File: src/rtl/segment_capture.sv
// segment_capture: reader for a multiplexed 7-segment bus. Synchronizes the
// segment lines and one-hot digit selects, waits for the combined word to
// stay unchanged for STABLE_CYCLES samples, decodes the pattern to a BCD-ish
// code and stores it per digit position. Pulses on every digit write, on
// every completed frame and on every stable window with a bad select.
module segment_capture #(
  parameter int unsigned DIGITS        = 4,
  parameter int unsigned STABLE_CYCLES = 4
) (
  input  logic                  clk,
  input  logic                  rst,
  input  logic [6:0]            seg_in,
  input  logic [DIGITS-1:0]     dig_sel,
  output logic [4*DIGITS-1:0]   digits,
  output logic [DIGITS-1:0]     digit_err,
  output logic                  upd_valid,
  output logic [2:0]            upd_index,
  output logic                  frame_valid,
  output logic                  sel_err
);

  localparam int unsigned WW = DIGITS + 7;
  localparam int unsigned CW = (STABLE_CYCLES < 2) ? 1 : $clog2(STABLE_CYCLES + 1);

  localparam logic [3:0] CODE_BLANK = 4'hB;
  localparam logic [3:0] CODE_DASH  = 4'hA;
  localparam logic [3:0] CODE_BAD   = 4'hF;

  typedef enum logic {
    SETTLE = 1'b0,
    HELD   = 1'b1
  } state_e;

  // Synchronizer stages and the last synchronized word used for change detection
  logic [WW-1:0]          word_s1_q;
  logic [WW-1:0]          word_s2_q;
  logic [WW-1:0]          word_last_q;
  logic [CW-1:0]          cnt_q;
  logic [CW-1:0]          cnt_d;

  state_e                 state_q;
  logic [4*DIGITS-1:0]    digits_q;
  logic [DIGITS-1:0]      digit_err_q;
  logic [DIGITS-1:0]      mask_q;
  logic                   upd_valid_q;
  logic [2:0]             upd_index_q;
  logic                   frame_valid_q;
  logic                   sel_err_q;

  logic                   changed_c;
  logic                   window_done_c;
  logic [DIGITS-1:0]      sel_c;
  logic [6:0]             seg_c;
  logic                   onehot_c;
  logic [2:0]             idx_c;
  logic [3:0]             dec_code_c;
  logic                   dec_err_c;
  logic [DIGITS-1:0]      mask_next_c;
  logic                   frame_done_c;

  // The window being qualified is the word held in word_last_q
  assign changed_c     = (word_s2_q != word_last_q);
  assign window_done_c = (cnt_q == CW'(STABLE_CYCLES));
  assign sel_c         = word_last_q[WW-1:7];
  assign seg_c         = word_last_q[6:0];
  assign onehot_c      = (sel_c != '0) && ((sel_c & (sel_c - DIGITS'(1))) == '0);
  assign mask_next_c   = mask_q | sel_c;
  assign frame_done_c  = &mask_next_c;

  // Two-flop synchronizer plus one delay stage for change detection
  always_ff @(posedge clk or negedge rst) begin
    if (!rst) begin
      word_s1_q   <= '0;
      word_s2_q   <= '0;
      word_last_q <= '0;
      cnt_q       <= '0;
    end else begin
      word_s1_q   <= {dig_sel, seg_in};
      word_s2_q   <= word_s1_q;
      word_last_q <= word_s2_q;
      cnt_q       <= cnt_d;
    end
  end

  // Stability counter: reload on change, otherwise count up and saturate
  always_comb begin
    cnt_d = cnt_q;
    if (changed_c) begin
      cnt_d = CW'(1);
    end else if (!window_done_c) begin
      cnt_d = cnt_q + CW'(1);
    end
  end

  // One-hot select to binary index
  always_comb begin
    idx_c = 3'd0;
    for (int unsigned i = 0; i < DIGITS; i++) begin
      if (sel_c[i]) begin
        idx_c = 3'(i);
      end
    end
  end

  // Segment pattern decode {a,b,c,d,e,f,g}
  always_comb begin
    dec_err_c = 1'b0;
    case (seg_c)
      7'b1111110: dec_code_c = 4'h0;
      7'b0110000: dec_code_c = 4'h1;
      7'b1101101: dec_code_c = 4'h2;
      7'b1111001: dec_code_c = 4'h3;
      7'b0110011: dec_code_c = 4'h4;
      7'b1011011: dec_code_c = 4'h5;
      7'b1011111: dec_code_c = 4'h6;
      7'b1110000: dec_code_c = 4'h7;
      7'b1111111: dec_code_c = 4'h8;
      7'b1111011: dec_code_c = 4'h9;
      7'b0000001: dec_code_c = CODE_DASH;
      7'b0000000: dec_code_c = CODE_BLANK;
      default: begin
        dec_code_c = CODE_BAD;
        dec_err_c  = 1'b1;
      end
    endcase
  end

  // Capture FSM: one capture (or select error) per stable window
  always_ff @(posedge clk or negedge rst) begin
    if (!rst) begin
      state_q       <= SETTLE;
      digits_q      <= {DIGITS{CODE_BLANK}};
      digit_err_q   <= '0;
      mask_q        <= '0;
      upd_valid_q   <= 1'b0;
      upd_index_q   <= 3'd0;
      frame_valid_q <= 1'b0;
      sel_err_q     <= 1'b0;
    end else begin
      upd_valid_q   <= 1'b0;
      frame_valid_q <= 1'b0;
      sel_err_q     <= 1'b0;
      case (state_q)
        SETTLE: begin
          if (window_done_c) begin
            if (onehot_c) begin
              for (int unsigned i = 0; i < DIGITS; i++) begin
                if (sel_c[i]) begin
                  digits_q[4*i +: 4] <= dec_code_c;
                  digit_err_q[i]     <= dec_err_c;
                end
              end
              upd_valid_q <= 1'b1;
              upd_index_q <= idx_c;
              if (frame_done_c) begin
                frame_valid_q <= 1'b1;
                mask_q        <= '0;
              end else begin
                mask_q <= mask_next_c;
              end
            end else begin
              sel_err_q <= 1'b1;
            end
            // A change landing on the capture edge opens a new window at once
            state_q <= changed_c ? SETTLE : HELD;
          end
        end
        HELD: begin
          if (changed_c) begin
            state_q <= SETTLE;
          end
        end
        default: state_q <= SETTLE;
      endcase
    end
  end

  assign digits      = digits_q;
  assign digit_err   = digit_err_q;
  assign upd_valid   = upd_valid_q;
  assign upd_index   = upd_index_q;
  assign frame_valid = frame_valid_q;
  assign sel_err     = sel_err_q;

endmodule

File: config.mk
export PLATFORM = sky130hd
export DESIGN_NAME = segment_capture
export DESIGN_NICKNAME = d
export VERILOG_FILES = /design/src/rtl/segment_capture.sv
export SDC_FILE = /design/constraint.sdc
export NUM_CORES = 1
export LEC_CHECK = 0
export ABC_CLOCK_PERIOD_IN_PS = 4000
export BUFFER_PORTS_ARGS = -buffer_cell sky130_fd_sc_hd__buf_4
export CORE_MARGIN = 4
export CORE_UTILIZATION = 60
export DETAILED_ROUTE_END_ITERATION = 10
export GPL_ROUTABILITY_DRIVEN = 1
export PLACE_DENSITY = 0.84
export SLEW_MARGIN = 20
export SYNTH_ARGS = -nofsm -noshare
export SYNTH_HDL_FRONTEND = slang
export SYNTH_SLANG_ARGS = --single-unit
File: constraint.sdc
create_clock -name clk -period 4 [get_ports clk]
set_clock_uncertainty 0.15 [all_clocks]
set_input_delay 0.8 -clock clk [delete_from_list [all_inputs] [get_ports clk]]
set_output_delay 0.8 -clock clk [all_outputs]
set_load 0.05 [all_outputs]
==> results of run 1 <==
## routing by layer
layer / part of all wire (%) / up-vias
li1: - / 799
met1: 42 / 869
met2: 53 / 41
met3: 4.2 / 8
met4: 1.5 / 0
met5: 0 / -
## layout make-up
| type | instances | area share, % |
|---|---|---|
| Sequential cell | 66 | 53.43 |
| Multi-Input combinational cell | 122 | 28.64 |
| Timing Repair Buffer | 37 | 8.905 |
| Clock buffer | 12 | 4.653 |
| Tap cell | 50 | 2.006 |
| Clock inverter | 4 | 1.645 |
| Inverter | 6 | 0.7220 |
## worst register-to-register path: stages, from the launching register on
cell and delay [ns]:
dfrtp_1 0.40, inv_1 0.06, ha_1 0.21, and3b_1 0.26, nand2_1 0.11, or4_1 0.61
mux2_2 0.34
## registers in the layout (all words and copies together), names as in the netlist, 2 cells and up
name / flops
cnt_q: 3
digit_err: 4
digits: 16
mask_q: 4
upd_index: 2
word_last_q: 11
word_s1_q: 11
word_s2_q: 11
## path summary, 6_finish.rpt
kind | slack, ns | cells after the start | startpoint | end
min | 0.20 | 0 | word_s1_q[4]$_DFF_PN0_ | word_s2_q[4]$_DFF_PN0_
min reg2reg | 0.20 | 0 | word_s1_q[4]$_DFF_PN0_ | word_s2_q[4]$_DFF_PN0_
max | 1.74 | 6 | cnt_q[0]$_DFFE_PN0N_ | digits[2]$_DFFE_PN0P_
min in group asynchronous | 0.39 | 1 | rst | word_s2_q[7]$_DFF_PN0_
max in group asynchronous | 2.79 | 1 | rst | digits[6]$_DFFE_PN0P_
max reg2reg | 1.74 | 6 | cnt_q[0]$_DFFE_PN0N_ | digits[2]$_DFFE_PN0P_
## power by group through the flow
stage	clock network, uW	registers [uW]	logic [uW]
3_5_place_dp	0	718	51.7
5_1_grt	587	710	58.6
3_3_place_gp	0	717	49.9
6_report	548	707	50.9
4_1_cts	558	707	52.1
2_1_floorplan	0	704	39.0
## cell usage in the layout (no fill, tap or decap), types with 3 or more instances in the layout
cell type and instances:
a21oi_1 6, buf_4 37, clkbuf_8 10, dfrtp_1 54
dfstp_2 12, inv_1 6, mux2_2 15, nand2_1 13
nand3_1 3, nand4_1 3, nand4b_1 3, nor2_1 8
nor2b_1 3, nor3_1 5, nor4_1 3, o21ai_0 8
xor2_1 12
## through the flow
| stage | setup slack (ns) | instances |
|---|---|---|
| 6_report | 1.740 | 297 |
| 3_5_place_dp | 1.775 | 281 |
| 2_1_floorplan | 1.900 | 207 |
| 3_3_place_gp | 1.802 | 281 |
| 5_1_grt | 1.615 | 297 |
| 4_1_cts | 1.723 | 297 |
## cell families (layout without fill, tap and decap cells)
logic type	after synthesis	after routing	share of synthesized area, %
XOR/XNOR	14	14	4.636
adder cells (fa/ha/maj)	2	2	0.9459
other	1	1	0.1418
flip-flops	66	66	63.01
AND/OR/NAND/NOR	57	57	12.82
multiplexers	16	16	6.764
buffers and inverters	19	59	3.217
AO/OA/AOI/OAI	32	32	8.467
==> qor.txt, run 1 <==
Status = completed
Post-CTS Setup Bufs = 0
Post-Syn Area = 2645 um2
Max_slew headroom = 48.11%
Fin area = 3119 um2
Post-Syn Area per Cell = 12.78 um2
Max IR drop VDD = 0.4280 mV
Clock power frac = 42.0%
Post-synth top cells = dfrtp_1, mux2_2, nand2_1
Max-Cap Viols = 0
Synth Flop Type = dfrtp_1
Pint = 1011 uW
Footprint of the multi-input gates = 893.4 um2
First-pass GRT wire length = 8521 um
Final ANT Viol Nets = 0
Syn. warnings = 0
GRT Total Usage = 21.23%
Clk slew on worst S/H paths = 0.07 ns
Average wire per standard cell = 17.07 um
Max Freq = 442.5 MHz
Least-Margin Pin Slew = 0.7784 ns
Busiest grt layer = met2
Area growth, synth to finish = 17.93%
CP max stage delay = 0.61 ns
Htree depth = 3
Fillers = 264
Via/cell ratio = 5.781
Placed instance area = 2923 um2
Final core occ = 75.27%
RSZ-0062 raised after global routing = false
Hold Slack = 0.1990 ns
Ant diodes = 0
Clock sinks = 66
Sequential cell area = 1667 um2
Power Total = 1306 uW
Clk Tree Root Cell = clkbuf_8
CP Buf/Inv Count = 1
Critical path's slowest cell = or4_1
Largest net degree at the start of global routing = 67
Psw = 295.1 uW
Sequential Power Share = 54.1%
Tmin final = 2.260 ns
Routed wire length = 5071 um
Synth Register Bits = 66
Power per cell area = 418.8 nW/um2
Largest delay contributor family on the critical path = simple AND/OR/NAND/NOR gates
Top-area cell type share of the netlist area = 51.09%
CTS tree = built
Met1 usage = 26.10%
I/O pins = 39
PostCTS Resize Cnt = 0
WS Path Type = register to register
Remaining global-route overflow = 0
Initial detailed-routing violation count = 88
Clk buf depth = 2
IO buf count = 37
Most common cell in the netlist = dfrtp_1
Initial Utilization = 63.83%
CP endpoint kind = register
Total vias in the final route = 1717
Critical Path Fanout Max = 7
Sw Ratio = 22.58%
Rows = 23
Width of the die = 74.40 um
Logic pwr share = 3.9%
Final HPWL DP = 3364 um
Core area = 4144 um2
Gate Count Post-Synth = 207
Post-synth ARST share = 100.0%
Final Cycle Share = 56.49%
Pleak = 0.001436 uW
Vias in the first global route = 1804
First-pass iteration count of the detailed router = 6
Worst hold path class = register to register
Gpl congestion = 0.8841
Post-Syn Nets = 222
Met2 Track Usage GR = 34.93%
Die area = 5535 um2
Layout cells sized above 1 = 34.82%
CP cell instances = inv_1 -> ha_1 -> and3b_1 -> nand2_1 -> or4_1 -> mux2_2
DRC viols = 0
Unique masters post-synth = 52
Worst skew pair latency = 0.33 ns
Setup TNS = 0 ns
CP required = 4.07 ns
Sequential element share of the synthesized area = 63.01%
Max-slew violations = 0
Die span in y = 74.40 um
Final Net Count = 257
Top post-synthesis cells by area = dfrtp_1, dfstp_2, mux2_2, xor2_1, nand2_1
Synth area leader = dfrtp_1
Number of synthesized flops with an enable pin = 0
Startpoint types = register
Met3 Use GR = 5.135%
Fin. Hold Viols = 0
Initial antenna violation count = 0
Worst EP arrival = 2.33 ns
CTS Buf Count = 9
Hold-fix buffers, CTS = 0
Setup violators final = 0
Note: power is estimated with default switching activity, not from simulation.
==> run 2: changes to the inputs <==
- ABC_CLOCK_PERIOD_IN_PS: 4000 -> 2000
- CORE_UTILIZATION: 60 -> 50
- PLACE_DENSITY: 0.84 -> 0.75
- clock period: 4 -> 2 ns (I/O delays scaled with it)
==> qor.txt, run 2 (same netlist as run 1, synthesis figures left out) <==
Total vias in the final route = 1798
CP endpoint kind = register
Fin. Hold Viols = 0
Power per cell area = 838.1 nW/um2
Initial antenna violation count = 0
Htree depth = 3
Area growth, synth to finish = 31.98%
Initial Utilization = 51.79%
Most frequent cells in the layout = buf_4, dfrtp_1, mux2_2, nand2_1
Die span in y = 80.73 um
Tmin final = 2.049 ns
Worst skew pair latency = 0.33 ns
CP required = 2.11 ns
Rows = 26
Clk buf depth = 2
Critical Path Fanout Max = 4
R2R Setup Slk = -0.05 ns
Max IR drop VDD = 0.5275 mV
CTS tree = built
Average wire per standard cell = 15.10 um
Busiest grt layer = met2
Remaining global-route overflow = 0
DRC viols = 0
Startpoint types = register
Largest net degree at the start of global routing = 37
Clk slew on worst S/H paths = 0.07 ns
Worst EP arrival = 2.16 ns
Vias in the first global route = 1892
Final Cycle Share = 102.4%
Width of the die = 80.73 um
Met1 usage = 23.21%
Max-Cap Viols = 0
Via/cell ratio = 5.212
Clk Tree Root Cell = clkbuf_8
Worst hold path class = input pin to register
Power Total = 2926 uW
Final HPWL DP = 3736 um
Layout cells sized above 1 = 45.09%
Pleak = 0.001618 uW
WS Path Type = register to register
First-pass iteration count of the detailed router = 4
Die area = 6517 um2
Core area = 5107 um2
Max Freq = 488.1 MHz
Final Net Count = 285
CTS Buf Count = 9
Status = finished, violations left
Ant diodes = 0
First-pass GRT wire length = 8845 um
Final setup margin = -0.04869 ns
Gpl congestion = 0.9062
Max-slew violations = 0
Pre-CTS setup slack = -0.08079 ns
Final ANT Viol Nets = 0
GRT Total Usage = 18.12%
IO buf count = 37
Met3 Use GR = 4.545%
RSZ-0062 raised after global routing = true
Met2 Track Usage GR = 29.06%
Commonest non-fill, non-tap cell in the layout = buf_4
Routed wire length = 5211 um
Setup violators final = 11
Initial detailed-routing violation count = 84
I/O pins = 39
Violated checks = setup timing
Max FFs per register = 16
Clock sinks = 66
## run 2: layer usage
metal | wire length, um | vias to the layer above | share of wire [%]
met5 | 0 | - | 0
met4 | 104 | 0 | 2.0
met3 | 175 | 14 | 3.4
met2 | 2612 | 33 | 50
met1 | 2317 | 895 | 44
li1 | - | 856 | -
## run 2: per-stage QoR
stage               hold WS [ns]  area, um2  std cells  TNS [ns]  util, %
global route            0.001731       3491        345    -1.570    68.35
CTS                     0.009391       3441        344   -0.4689    67.37
detailed placement        0.1847       3161        327   -0.6211    61.88
floorplan               -0.04559       2651        207   -0.8491        -
global placement          0.1834       3161        327  -0.01030    61.88
finish                   0.02300       3491        345   -0.4106    68.35
## run 2: cell type report
cell class / count / area [um2]
clock buffers: 12 / 155.1
clock inverters: 4 / 97.59
fillers: 372 / 1617
inverters: 6 / 22.52
multi-input cells: 122 / 954.7
flip-flops and latches: 66 / 1667
well taps: 70 / 87.58
repair buffers: 65 / 506.7
## run 2: timing repair
action / CTS / global route
pin swaps: 0 / 2
endpoints found under the hold margin: 26 / 0
endpoints found under the setup margin: 11 / 21
gates resized for setup: 4 / 9
buffers inserted: 0 / 1
hold buffers: 1 / 0
## run 2: critical path, cell delays in order, from the launching register on
cell       delay (ns)
dfrtp_1          0.39
or4_4            0.54
or3_4            0.37
o2111ai_2        0.12
nand4b_4         0.14
mux2_2           0.29
## run 2: where the power goes
group / switching [uW] / leakage [uW] / internal, uW
Combinational: 87.1 / 0.000699 / 66.0
Sequential: 25.3 / 0.000797 / 1370
Clock: 481 / 0.000123 / 897
## run 2: worst paths after layout
kind | end | cells past startpoint | startpoint
worst max-delay path | digits[5]$_DFFE_PN1P_ | 5 | word_last_q[1]$_DFF_PN0_
worst min-delay path | word_s1_q[3]$_DFF_PN0_ | 1 | seg_in[3]
worst max register to register | digits[5]$_DFFE_PN1P_ | 5 | word_last_q[1]$_DFF_PN0_
worst min register to register | word_s2_q[6]$_DFF_PN0_ | 0 | word_s1_q[6]$_DFF_PN0_
max in group asynchronous | digits[0]$_DFFE_PN1P_ | 3 | rst
min in group asynchronous | word_s2_q[7]$_DFF_PN0_ | 2 | rst
==> run 3: changes to the inputs <==
- RECOVER_POWER: unset -> 25
- SKIP_CTS_REPAIR_TIMING: unset -> 1
==> qor.txt, run 3 (same netlist as run 1, synthesis figures left out) <==
Fin. Hold Viols = 0
Worst skew pair latency = 0.33 ns
Commonest non-fill, non-tap cell in the layout = dfrtp_1
Pleak = 0.001617 uW
Clk slew on worst S/H paths = 0.07 ns
Fillers = 375
I/O pins = 39
Startpoint types = register
Least-Margin Pin Slew = 0.7652 ns
CP cell instances = or4_4 -> or3_4 -> o2111ai_2 -> nand4b_4 -> mux2_2
Setup violators final = 11
CP required = 2.11 ns
IO buf count = 37
Rows = 26
CP max stage delay = 0.54 ns
Final Net Count = 285
Status = finished, violations left
Final ANT Viol Nets = 0
Worst Hold Path EP = word_s1_q[3]$_DFF_PN0_
Average wire per standard cell = 15.18 um
Initial antenna violation count = 0
R2R Setup Slk = -0.05 ns
Total vias in the final route = 1800
R2r startpoint = word_last_q[1]$_DFF_PN0_
Sequential cell area = 1667 um2
CTS Buf Count = 9
CP endpoint kind = register
Critical Path Fanout Max = 4
Hold wc startpoint = seg_in[3]
Finished Layout Cells = 345
DP Cell Count = 327
Max_slew headroom = 48.98%
Max-Cap Viols = 0
Initial detailed-routing violation count = 92
Ant diodes = 0
Clock sinks = 66
Die span in y = 80.73 um
Width of the die = 80.73 um
Max Freq = 488.6 MHz
DRC viols = 0
Max-slew violations = 0
Final HPWL DP = 3736 um
Hold Slack = 0.04588 ns
Clk buf depth = 2
Gpl congestion = 0.9062
GRT Total Usage = 18.03%
Max IR drop VDD = 0.5240 mV
Most frequent cells in the layout = dfrtp_1, buf_4, mux2_2, nand2_1
Remaining global-route overflow = 0
RSZ-0062 raised after global routing = true
Critical path's slowest cell = or4_4
First-pass iteration count of the detailed router = 4
Worst Hold Depth = 1
Htree depth = 3
Footprint of the multi-input gates = 950.9 um2
Core area = 5107 um2
CTS tree = built
Worst hold path class = input pin to register
Initial Utilization = 51.79%
Largest net degree at the start of global routing = 37
Reg-to-reg endpoint = digits[5]$_DFFE_PN1P_
Via/cell ratio = 5.217
Violated checks = setup timing
R2R depth = 5
Routed wire length = 5236 um
Final Cycle Share = 102.3%
Final setup margin = -0.04673 ns
Worst EP arrival = 2.16 ns
WS Path Type = register to register
Tmin final = 2.047 ns
Vias in the first global route = 1880
Layout cells sized above 1 = 44.36%
Max FFs per register = 16
Die area = 6517 um2
Power per cell area = 838.8 nW/um2
Area growth, synth to finish = 31.74%
First-pass GRT wire length = 8804 um
Clk Tree Root Cell = clkbuf_8
[run 3: cell types whose count changed in the layout (fill, tap and decap cells not counted), sizes merged]
| cell | delta |
|---|---|
| clkbuf | +12 |
| buf | -12 |
[run 3: layout make-up]
cell class	count	area share (%)
flip-flops and latches	66	47.83
clock inverters	4	2.801
inverters	6	0.6463
well taps	70	2.513
multi-input cells	122	27.29
repair buffers	65	14.47
clock buffers	12	4.452
[run 3: how the worst max path moves through the flow]
stage | from | end | slack [ns]
after floorplan | word_last_q[1]$_DFF_PN0_ | digits[13]$_DFFE_PN1P_ | -0.09
after global placement | word_last_q[1]$_DFF_PN0_ | digits[13]$_DFFE_PN1P_ | -0.005
final | word_last_q[1]$_DFF_PN0_ | digits[5]$_DFFE_PN1P_ | -0.05
after CTS | word_last_q[1]$_DFF_PN0_ | digits[4]$_DFFE_PN1P_ | -0.09
after detailed placement | word_last_q[1]$_DFF_PN0_ | digits[4]$_DFFE_PN1P_ | -0.08
after global routing | word_last_q[1]$_DFF_PN0_ | digits[9]$_DFFE_PN1P_ | -0.12
[run 3: critical path, delay by kind of cell, from the launching register on]
kind | cells | cell delay [ns]
and+or+nand+nor | 3 | 1.05
AOI/OAI and AO/OA | 1 | 0.12
muxes | 1 | 0.29
DFF | 1 | 0.39
[run 3: metrics by stage]
stage	power, uW	util [%]	area, um2	worst slack, ns	TNS, ns
after floorplan	1485	-	2651	-0.09182	-0.8491
after global placement	1561	61.88	3161	-0.004606	-0.01030
after detailed placement	1566	61.88	3161	-0.08079	-0.6211
after CTS	2947	66.83	3413	-0.08918	-0.7068
after global routing	3043	68.23	3485	-0.1226	-1.548
final	2923	68.23	3485	-0.04673	-0.3783
[run 3: routing by layer]
| metal | up-vias | track usage, % | share of wire (%) |
|---|---|---|---|
| met5 | - | 0 | 0 |
| met4 | 0 | 8.446 | 2.0 |
| met1 | 888 | 23.28 | 44 |
| met3 | 14 | 4.656 | 3.7 |
| met2 | 41 | 28.56 | 50 |
| li1 | 857 | - | - |
[run 3: where the power goes]
part,total (uW),internal (uW),switching [uW]
clock network,1380,897,479
logic,152,64.9,86.8
registers,1400,1370,25.1
